File: src/rtl/alu_sequencer.sv
// Request/response sequencer for the 8-bit, 8-op combinational ALU.
// Latches one operation per handshake and iterates single-bit LSL/LSR into multi-bit shifts.
module alu_sequencer #(
    parameter int unsigned SHAMT_W = 3
) (
    input  logic               clk_i,
    input  logic               rst_ni,
    input  logic               req_valid_i,
    output logic               req_ready_o,
    input  logic [2:0]         req_func_i,
    input  logic [7:0]         req_a_i,
    input  logic [7:0]         req_b_i,
    output logic               rsp_valid_o,
    input  logic               rsp_ready_i,
    output logic [7:0]         rsp_result_o,
    output logic               rsp_fz_o,
    output logic               rsp_fc_o,
    output logic [1:0]         flags_o,
    output logic               busy_o,
    output logic [7:0]         alu_a_imm_o,
    output logic [7:0]         alu_a_mem_o,
    output logic [7:0]         alu_b_o,
    output logic [2:0]         alu_func_o,
    input  logic [7:0]         alu_result_i,
    input  logic               alu_fz_i,
    input  logic               alu_fc_i
);

    localparam int unsigned DW = 8;
    localparam int unsigned FW = 3;
    localparam logic [FW-1:0] FN_LSL = 3'b110;
    localparam logic [FW-1:0] FN_LSR = 3'b111;

    typedef enum logic [1:0] {
        ST_IDLE  = 2'd0,
        ST_EXEC  = 2'd1,
        ST_SHIFT = 2'd2,
        ST_DONE  = 2'd3
    } state_e;

    state_e             state_q, state_d;
    logic [DW-1:0]      opr_q, opr_d;
    logic [DW-1:0]      b_q, b_d;
    logic [FW-1:0]      func_q, func_d;
    logic [SHAMT_W-1:0] cnt_q, cnt_d;
    logic [DW-1:0]      res_q, res_d;
    logic               fz_q, fz_d;
    logic               fc_q, fc_d;
    logic [1:0]         flags_q, flags_d;
    logic               is_shift;

    assign is_shift = (func_q == FN_LSL) || (func_q == FN_LSR);

    always_ff @(posedge clk_i or negedge rst_ni) begin
        if (!rst_ni) begin
            state_q <= ST_IDLE;
            opr_q   <= '0;
            b_q     <= '0;
            func_q  <= '0;
            cnt_q   <= '0;
            res_q   <= '0;
            fz_q    <= 1'b0;
            fc_q    <= 1'b0;
            flags_q <= '0;
        end else begin
            state_q <= state_d;
            opr_q   <= opr_d;
            b_q     <= b_d;
            func_q  <= func_d;
            cnt_q   <= cnt_d;
            res_q   <= res_d;
            fz_q    <= fz_d;
            fc_q    <= fc_d;
            flags_q <= flags_d;
        end
    end

    // Next-state: one ALU pass per cycle, shift results fed back through opr until the count reaches 1.
    always_comb begin
        state_d = state_q;
        opr_d   = opr_q;
        b_d     = b_q;
        func_d  = func_q;
        cnt_d   = cnt_q;
        res_d   = res_q;
        fz_d    = fz_q;
        fc_d    = fc_q;
        flags_d = flags_q;

        case (state_q)
            ST_IDLE: begin
                if (req_valid_i) begin
                    opr_d   = req_a_i;
                    b_d     = req_b_i;
                    func_d  = req_func_i;
                    cnt_d   = req_b_i[SHAMT_W-1:0];
                    state_d = ST_EXEC;
                end
            end
            ST_EXEC: begin
                if (is_shift && (cnt_q == '0)) begin
                    res_d   = opr_q;
                    fz_d    = (opr_q == '0);
                    fc_d    = 1'b0;
                    state_d = ST_DONE;
                end else if (is_shift && (cnt_q > SHAMT_W'(1))) begin
                    opr_d   = alu_result_i;
                    cnt_d   = cnt_q - SHAMT_W'(1);
                    state_d = ST_SHIFT;
                end else begin
                    res_d   = alu_result_i;
                    fz_d    = alu_fz_i;
                    fc_d    = alu_fc_i;
                    state_d = ST_DONE;
                end
            end
            ST_SHIFT: begin
                if (cnt_q > SHAMT_W'(1)) begin
                    opr_d = alu_result_i;
                    cnt_d = cnt_q - SHAMT_W'(1);
                end else begin
                    res_d   = alu_result_i;
                    fz_d    = alu_fz_i;
                    fc_d    = alu_fc_i;
                    state_d = ST_DONE;
                end
            end
            ST_DONE: begin
                if (rsp_ready_i) begin
                    flags_d = {fc_q, fz_q};
                    state_d = ST_IDLE;
                end
            end
            default: state_d = ST_IDLE;
        endcase
    end

    assign req_ready_o  = (state_q == ST_IDLE);
    assign busy_o       = (state_q != ST_IDLE);
    assign rsp_valid_o  = (state_q == ST_DONE);
    assign rsp_result_o = res_q;
    assign rsp_fz_o     = fz_q;
    assign rsp_fc_o     = fc_q;
    assign flags_o      = flags_q;

    assign alu_a_imm_o  = opr_q;
    assign alu_a_mem_o  = opr_q;
    assign alu_b_o      = b_q;
    assign alu_func_o   = func_q;

endmodule
File: config.mk
export PLATFORM = sky130hd
export DESIGN_NAME = alu_sequencer
export DESIGN_NICKNAME = d
export VERILOG_FILES = /design/src/rtl/alu_sequencer.sv
export SDC_FILE = /design/constraint.sdc
export NUM_CORES = 1
export LEC_CHECK = 0
export CAP_MARGIN = 10
export CORE_MARGIN = 2
export CORE_UTILIZATION = 55
export CTS_BUF_LIST = sky130_fd_sc_hd__clkbuf_4 sky130_fd_sc_hd__clkbuf_8 sky130_fd_sc_hd__clkbuf_16
export DETAILED_ROUTE_END_ITERATION = 8
export DONT_BUFFER_PORTS = 1
export PLACE_DENSITY = 0.7
export SYNTH_ARGS = -nofsm -noshare
export SYNTH_HDL_FRONTEND = slang
export SYNTH_SLANG_ARGS = --single-unit
File: constraint.sdc
create_clock -name clk_i -period 5 [get_ports clk_i]
set_input_delay 1 -clock clk_i [delete_from_list [all_inputs] [get_ports clk_i]]
set_output_delay 1 -clock clk_i [all_outputs]
set_load 0.05 [all_outputs]
==> results of run 1 <==
-- worst register-to-register path: stages, from the launching register on --
cell,delay [ns]
dfrtp_1,0.43
inv_1,0.16
ha_1,0.58
or3_1,0.20
o311ai_1,0.14
a21oi_2,0.63
mux2_2,0.41
-- routing by layer --
layer,up-vias,part of all wire (%),GRT usage (%)
met5,-,0,0
met4,0,2.5,8.967
met3,9,9.2,8.214
met2,50,48,32.37
met1,574,40,22.77
li1,512,-,-
-- worst paths after layout --
path / slack [ns] / start / endpoint / cells after the start
max: 2.10 / state_q[0]$_DFFE_PN0P_ / busy_o / 3
min: 0.33 / rst_ni / rsp_result_o[4]$_DFFE_PN0P_ / 0
max reg2reg: 2.36 / state_q[0]$_DFFE_PN0P_ / alu_a_imm_o[5]$_DFFE_PN0P_ / 6
min reg2reg: 0.64 / cnt_q[1]$_DFFE_PN0P_ / cnt_q[1]$_DFFE_PN0P_ / 2
max in group asynchronous: 4.58 / rst_ni / alu_b_o[4]$_DFFE_PN0P_ / 0
min in group clk_i: 0.64 / cnt_q[1]$_DFFE_PN0P_ / cnt_q[1]$_DFFE_PN0P_ / 2
-- final cells by class --
class                      count  area [sq um]
clock buffer                   7         65.06
clock inverter                 1         30.03
fill                         289          1351
inverter                       9         33.78
multi-input combinational     92         924.6
sequential                    36         900.9
tap                           46         57.56
-- synthesized netlist by cell type, drive strengths merged (2+ instances only) --
| master | count | share of area [%] |
|---|---|---|
| mux2 | 47 | 29 |
| dfrtp | 36 | 46 |
| buf | 10 | 3.9 |
| inv | 9 | 1.7 |
| ha | 8 | 5.2 |
| mux2i | 5 | 2.6 |
| nand2 | 5 | 0.97 |
| a21oi | 2 | 0.71 |
| clkbuf | 2 | 0.39 |
| nand2b | 2 | 1.0 |
| nor2 | 2 | 0.39 |
| nor2b | 2 | 0.64 |
| nor4 | 2 | 0.64 |
| o21ai | 2 | 0.52 |
-- logic make-up after synthesis --
| logic type | count (synthesis) |
|---|---|
| adder cells (fa/ha/maj) | 8 |
| AO/OA/AOI/OAI | 15 |
| buffers and inverters | 21 |
| AND/OR/NAND/NOR | 17 |
| multiplexers | 52 |
| flip-flops | 36 |
-- through the flow --
step           cells  hold slack, ns  cell area [sq um]
3_3_place_gp     183          0.5661               1917
4_1_cts          191          0.3165               2012
6_report         191          0.3294               2012
2_1_floorplan    149          0.5430               1943
5_1_grt          191          0.3024               2012
3_5_place_dp     183          0.6186               1917
-- flip-flops by register name (all words and copies together), names as in the netlist, 2 cells and up --
signal,count
flags_o,2
alu_func_o,3
alu_b_o,8
rsp_result_o,8
cnt_q,3
alu_a_imm_o,8
state_q,2
==> impl_metrics.env, run 1 <==
export IMPL_finalHoldViolations=0
export IMPL_rsz0062_at_grt="no"
export IMPL_htreeDepth=2
export IMPL_synthAdderAreaFrac_pct=5.151
export IMPL_critPathLaunchType="register"
export IMPL_hold_class="primary input to async pin"
export IMPL_drive_gt1_share_pct=30.34
export IMPL_maxSlewHeadroom_pct=33.05
export IMPL_synth_distinct_cells=36
export IMPL_syn_nets=190
export IMPL_drtPass1Iterations=4
export IMPL_clk_pin_slew_ns=0.11
export IMPL_final_setup_worst_slack_ns=2.097
export IMPL_ys_ff_latch=36
export IMPL_rows=21
export IMPL_start_util_pct=57.78
export IMPL_fin_crit_sh_pct=58.05
export IMPL_fin_crit_ns=2.903
export IMPL_cp_max_fo=5
export IMPL_ios=75
export IMPL_die_w_um=63.44
export IMPL_dpl_hpwl_mm=2.642
export IMPL_grt_max_degree=37
export IMPL_die_h_um=63.44
export IMPL_clockRootBuffer="clkbuf_4"
export IMPL_antenna_found_initial=0
export IMPL_synth_area_sq_um=1943
export IMPL_coreArea_sq_um=3363
export IMPL_cts_num_sinks=36
export IMPL_clk_latency_ns=0.34
export IMPL_ant_nets=0
export IMPL_async_flop_share_pct=100.0
export IMPL_ys_seq_area_share_pct=46.36
export IMPL_drtIter0Drc=25
export IMPL_endpoint_kind="primary output"
export IMPL_synthCells=149
export IMPL_routed_via_density=5.995
export IMPL_antenna_cells=0
export IMPL_final_common_cell="dfrtp_1"
export IMPL_grt_pass1_vias=1268
export IMPL_drc_errors=0
export IMPL_synth_edf_count=0
export IMPL_synth_flop_cell="dfrtp_1"
export IMPL_drt_total_wl_mm=3.539
export IMPL_synth_top_family_by_area="multiplexers"
export IMPL_required_ns=4.00
export IMPL_synth_compound_area_share_pct=5.860
export IMPL_gp_congestion=0.6798
export IMPL_path_delay_family="adder cells"
export IMPL_die_area_sq_um=4025
export IMPL_cap_viol_max_count=0
export IMPL_synth_xor_area_share_pct=0
export IMPL_yosys_area_share_simple_pct=5.409
export IMPL_grt_usage_pct=19.87
export IMPL_syn_avg_cell_area_sq_um=13.04
export IMPL_fin_worst_skew_ns=0.008973
export IMPL_port_buffers=0
export IMPL_vias=1145
export IMPL_synth_mux_area_share_pct=31.17
export IMPL_path_buf_inv=2
export IMPL_postCtsSetupRepairBufs=0
export IMPL_cts_tree="done"
export IMPL_grt_pass1_wl_mm=6.085
export IMPL_clockBufferDepth=2
export IMPL_gr_total_overflow=0
export IMPL_slowest_delay_ns=0.58
export IMPL_cp_slowest_cell="ha_1"
export IMPL_worst_pin_slew_ns=1.004
export IMPL_setup_viol=0
export IMPL_status="completed"
export IMPL_wl_per_cell_um=18.53
export IMPL_setup_tns_final_ns=0
export IMPL_crit_top_cell="inv_1"
export IMPL_maxSlewViolCount=0
export IMPL_hold_buffers=0
export IMPL_fmax_mhz=344.5
export IMPL_utilization_pct=59.82
export IMPL_cts_resized=0
export IMPL_area_growth_syn_to_layout_pct=3.542
export IMPL_layout_common_cells="dfrtp_1 (36), mux2_2 (24), mux2_1 (16)"
export IMPL_numCtsBuffers=5
export IMPL_arrival_ns=1.90
export IMPL_path_class="register to primary output"
export IMPL_nets=185
export IMPL_worstPathCellList="inv_1 > ha_1 > inv_1"
export IMPL_dp_slack_ns=2.397
export IMPL_synth_warnings=0
Power of run 1 is left out: the tool's default activity adds up to more than one toggle a clock period on the data nets, which glitch-free logic cannot reach.
==> inputs of run 2 (changes only) <==
==> constraint.sdc (replaced) <==
create_clock -name clk_i -period 3 [get_ports clk_i]
set_input_delay 0.6 -clock clk_i [delete_from_list [all_inputs] [get_ports clk_i]]
set_output_delay 0.6 -clock clk_i [all_outputs]
set_load 0.05 [all_outputs]
==> impl_metrics.env, run 2 (same netlist as run 1, synthesis figures left out) <==
export IMPL_status="completed"
export IMPL_setup_viol=0
export IMPL_grtUsageMet3_pct=7.679
export IMPL_layout_common_cells="dfrtp_1 (36), mux2_2 (24), mux2_1 (16)"
export IMPL_use_met1_pct=21.31
export IMPL_drt_total_wl_mm=3.565
export IMPL_worst_pin_slew_ns=1.014
export IMPL_clk_pin_slew_ns=0.11
export IMPL_nets=188
export IMPL_final_common_cell="dfrtp_1"
export IMPL_area_growth_syn_to_layout_pct=3.864
export IMPL_crit_path_start="state_q[0]$_DFFE_PN0P_"
export IMPL_rsz0062_at_grt="no"
export IMPL_antenna_cells=0
export IMPL_finalHoldViolations=0
export IMPL_setup_tns_final_ns=0
export IMPL_fin_worst_skew_ns=0.007976
export IMPL_dpl_hpwl_mm=2.707
export IMPL_grt_usage_pct=19.05
export IMPL_ant_nets=0
export IMPL_ios=75
export IMPL_cp_slowest_cell="a21oi_2"
export IMPL_cts_tree="done"
export IMPL_die_area_sq_um=4025
export IMPL_worstPathCellList="inv_1 > ha_1 > buf_4 > or3_1 > o311ai_1 > a21oi_2 > buf_4 > mux2i_1"
export IMPL_numCtsBuffers=5
export IMPL_grt_pass1_vias=1248
export IMPL_vias=1132
export IMPL_clockRootBuffer="clkbuf_4"
export IMPL_grt_busiest_layer="met2"
export IMPL_coreArea_sq_um=3363
export IMPL_wl_per_cell_um=18.38
export IMPL_path_delay_family="compound AO/OA/AOI/OAI gates"
export IMPL_rows=21
export IMPL_slowest_delay_ns=0.53
export IMPL_cp_max_fo=9
export IMPL_reg2reg_from="state_q[0]$_DFFE_PN0P_"
export IMPL_die_w_um=63.44
export IMPL_antenna_found_initial=0
export IMPL_crit_top_cell="buf_4"
export IMPL_grt_max_degree=37
export IMPL_routed_via_density=5.835
export IMPL_cts_resized=0
export IMPL_path_buf_inv=3
export IMPL_cts_num_sinks=36
export IMPL_utilization_pct=60.01
export IMPL_maxSlewHeadroom_pct=32.38
export IMPL_grt_pass1_wl_mm=5.920
export IMPL_htreeDepth=2
export IMPL_endpoint_kind="register"
export IMPL_start_util_pct=57.78
export IMPL_hold_class="primary input to async pin"
export IMPL_met2_usage_pct=31.84
export IMPL_drtPass1Iterations=4
export IMPL_drtIter0Drc=26
export IMPL_postCtsSetupRepairBufs=0
export IMPL_path_class="register to register"
export IMPL_fin_crit_sh_pct=75.36
export IMPL_gp_congestion=0.7440
export IMPL_drc_errors=0
export IMPL_die_h_um=63.44
export IMPL_cap_viol_max_count=0
export IMPL_fmax_mhz=442.3
export IMPL_arrival_ns=2.52
export IMPL_drive_gt1_share_pct=31.76
export IMPL_gr_total_overflow=0
export IMPL_critPathLaunchType="register"
export IMPL_clockBufferDepth=2
export IMPL_maxSlewViolCount=0
export IMPL_fin_crit_ns=2.261
export IMPL_port_buffers=0
export IMPL_clk_latency_ns=0.34
export IMPL_required_ns=3.26
==> run 2: final timing paths <==
| path | cells after the start | endpoint | slack [ns] |
|---|---|---|---|
| setup / recovery | 8 | cnt_q[1]$_DFFE_PN0P_ | 0.74 |
| hold / removal | 1 | alu_a_imm_o[4]$_DFFE_PN0P_ | 0.07 |
| setup reg to reg | 8 | cnt_q[1]$_DFFE_PN0P_ | 0.74 |
| hold reg to reg | 2 | cnt_q[0]$_DFFE_PN0P_ | 0.64 |
| max in group asynchronous | 1 | state_q[0]$_DFFE_PN0P_ | 2.74 |
| min in group clk_i | 1 | alu_b_o[7]$_DFFE_PN0P_ | 0.40 |
==> run 2: routing by layer <==
| layer | up-vias | share of wire, % |
|---|---|---|
| met1 | 554 | 40 |
| met4 | 0 | 2.7 |
| li1 | 515 | - |
| met2 | 51 | 49 |
| met5 | - | 0 |
| met3 | 12 | 8.5 |
==> run 2: what timing repair did <==
| item | in CTS | in global routing |
|---|---|---|
| hold endpoints to repair | 36 | 0 |
| hold buffers | 1 | 0 |
| setup endpoints to repair | 0 | 0 |
==> run 2: final cells by class <==
| type | count | area, sq um |
|---|---|---|
| clock buffers | 8 | 66.31 |
| well taps | 46 | 57.56 |
| multi-input cells | 92 | 924.6 |
| flip-flops and latches | 36 | 900.9 |
| repair buffers | 3 | 35.03 |
| inverters | 9 | 33.78 |
| fillers | 296 | 1345 |
==> run 2: through the flow <==
step                instance area [sq um]  cells  hold slack [ns]  worst slack (ns)
CTS                                  2018    194          0.07384            0.7162
finish                               2018    194          0.07168            0.7391
global route                         2018    194          0.06744            0.5663
floorplan                            1943    149           0.3044            0.9181
global placement                     1932    185           0.3052            0.7911
detailed placement                   1932    185           0.3053            0.7461
Power of run 2 is left out for the same reason.
==> inputs of run 3 (changes only) <==
--- a/config.mk
+++ b/config.mk
@@ -11,7 +11,7 @@
 export CTS_BUF_LIST = sky130_fd_sc_hd__clkbuf_4 sky130_fd_sc_hd__clkbuf_8 sky130_fd_sc_hd__clkbuf_16
 export DETAILED_ROUTE_END_ITERATION = 8
 export DONT_BUFFER_PORTS = 1
-export PLACE_DENSITY = 0.7
+export PLACE_DENSITY = 0.73
 export SYNTH_ARGS = -nofsm -noshare
 export SYNTH_HDL_FRONTEND = slang
 export SYNTH_SLANG_ARGS = --single-unit
==> constraint.sdc (replaced) <==
create_clock -name clk_i -period 1.9 [get_ports clk_i]
set_input_delay 0.38 -clock clk_i [delete_from_list [all_inputs] [get_ports clk_i]]
set_output_delay 0.38 -clock clk_i [all_outputs]
set_load 0.05 [all_outputs]
==> impl_metrics.env, run 3 (same netlist as run 1, synthesis figures left out) <==
export IMPL_status="completed"
export IMPL_clockRootBuffer="clkbuf_4"
export IMPL_antenna_found_initial=0
export IMPL_dpl_hpwl_mm=2.925
export IMPL_gp_congestion=0.8428
export IMPL_fin_worst_skew_ns=0.006017
export IMPL_ff2ff_setup_slack_ns=0.02
export IMPL_maxSlewViolCount=0
export IMPL_holdWs_ns=0.1924
export IMPL_cp_max_fo=4
export IMPL_drive_gt1_share_pct=54.24
export IMPL_gr_total_overflow=0
export IMPL_clk_pin_slew_ns=0.09
export IMPL_clk_latency_ns=0.33
export IMPL_worst_pin_slew_ns=0.5098
export IMPL_required_ns=2.12
export IMPL_numCtsBuffers=5
export IMPL_port_buffers=0
export IMPL_grt_usage_pct=20.60
export IMPL_finalHoldViolations=0
export IMPL_drt_total_wl_mm=4.101
export IMPL_fin_crit_ns=1.879
export IMPL_area_growth_syn_to_layout_pct=20.86
export IMPL_coreArea_sq_um=3363
export IMPL_fmax_mhz=532.2
export IMPL_slowest_delay_ns=0.43
export IMPL_grt_max_degree=37
export IMPL_cts_num_sinks=36
export IMPL_fin_crit_sh_pct=98.90
export IMPL_cp_slowest_cell="dfrtp_1"
export IMPL_worstPathCellList="ha_1 > o21ba_4 > o2111ai_2 > a21oi_2 > buf_6 > mux2_2"
export IMPL_final_common_cell="dfrtp_1"
export IMPL_cts_tree="done"
export IMPL_ios=75
export IMPL_htreeDepth=2
export IMPL_arrival_ns=2.10
export IMPL_vias=1268
export IMPL_critPathLaunchType="register"
export IMPL_path_delay_family="compound AO/OA/AOI/OAI gates"
export IMPL_endpoint_kind="register"
export IMPL_multiInputGateArea_sq_um=1016
export IMPL_die_area_sq_um=4025
export IMPL_cap_viol_max_count=0
export IMPL_hold_class="primary input to register"
export IMPL_grt_pass1_vias=1337
export IMPL_drtIter0Drc=54
export IMPL_rows=21
export IMPL_die_w_um=63.44
export IMPL_path_class="register to register"
export IMPL_utilization_pct=69.83
export IMPL_drtPass1Iterations=4
export IMPL_antenna_cells=0
export IMPL_path_buf_inv=1
export IMPL_wl_per_cell_um=18.39
export IMPL_routed_via_density=5.686
export IMPL_drc_errors=0
export IMPL_maxSlewHeadroom_pct=66.02
export IMPL_layout_common_cells="dfrtp_1 (33), buf_4 (26), mux2_2 (23)"
export IMPL_rsz0062_at_grt="yes"
export IMPL_grt_pass1_wl_mm=6.334
export IMPL_seqCellArea_sq_um=904.6
export IMPL_ant_nets=0
export IMPL_start_util_pct=57.78
export IMPL_fill_cells=260
export IMPL_setup_viol=0
export IMPL_clockBufferDepth=2
export IMPL_nets=217
export IMPL_die_h_um=63.44
[run 3: changes by cell type in the layout (fill, tap and decap cells not counted), moves of 3 or more]
cell	change
buf_6	+4
mux2_4	+9
buf_4	+24
dfrtp_2	+3
mux2_1	-8
inv_1	-4
inv_2	+4
ha_4	+3
dfrtp_1	-3
ha_1	-3
[run 3: layer usage]
layer	share of wire [%]	wire, um	track usage (%)	vias up
met5	0	0	0	-
met4	1.8	73	7.880	0
met3	7.2	294	6.964	7
met2	54	2203	35.79	52
met1	37	1529	23.26	633
li1	-	-	-	576
[run 3: timing repair]
item                                   4_1_cts  5_1_grt
buffers inserted                             1        6
endpoints found under the hold margin       36        0
gates resized for setup                      5       22
hold buffers                                 2        0
pin swaps                                    1        3
setup endpoints to repair                   13       19
gates cloned                                 0        0
[run 3: worst paths after layout]
path | from | endpoint | depth (start not counted)
min in group asynchronous | rst_ni | rsp_result_o[1]$_DFFE_PN0P_ | 2
hold reg to reg | alu_a_imm_o[1]$_DFFE_PN0P_ | alu_a_imm_o[1]$_DFFE_PN0P_ | 1
hold / removal | req_b_i[5] | alu_b_o[5]$_DFFE_PN0P_ | 1
max in group asynchronous | rst_ni | alu_func_o[2]$_DFFE_PN0P_ | 2
setup reg to reg | cnt_q[0]$_DFFE_PN0P_ | alu_a_imm_o[5]$_DFFE_PN0P_ | 6
setup / recovery | cnt_q[0]$_DFFE_PN0P_ | alu_a_imm_o[5]$_DFFE_PN0P_ | 6
[run 3: worst register-to-register path, delay by kind of cell (launching register included)]
kind	cells	cell delay (ns)
flops	1	0.43
mux	1	0.32
compound gates	3	0.64
fa+ha+maj	1	0.22
buf+inv	1	0.16
[run 3: area by class of cell]
cell class | count | area share (%)
timing repair buffer | 32 | 11.51
inverter | 9 | 1.438
tap | 46 | 2.451
multi-input combinational | 92 | 43.26
sequential | 36 | 38.52
clock buffer | 8 | 2.824
[run 3: stage by stage]
stage / instances / worst slack, ns / instance area [sq um] / setup TNS, ns
final: 223 / 0.02084 / 2349 / 0
after global routing: 223 / -0.05024 / 2349 / -0.1905
after CTS: 217 / 0.003259 / 2211 / 0
after detailed placement: 206 / -0.02999 / 2095 / -0.1294
after global placement: 206 / 0.05570 / 2095 / 0
after floorplan: 149 / -0.008164 / 1948 / -0.05715
Power of run 3 is left out for the same reason.
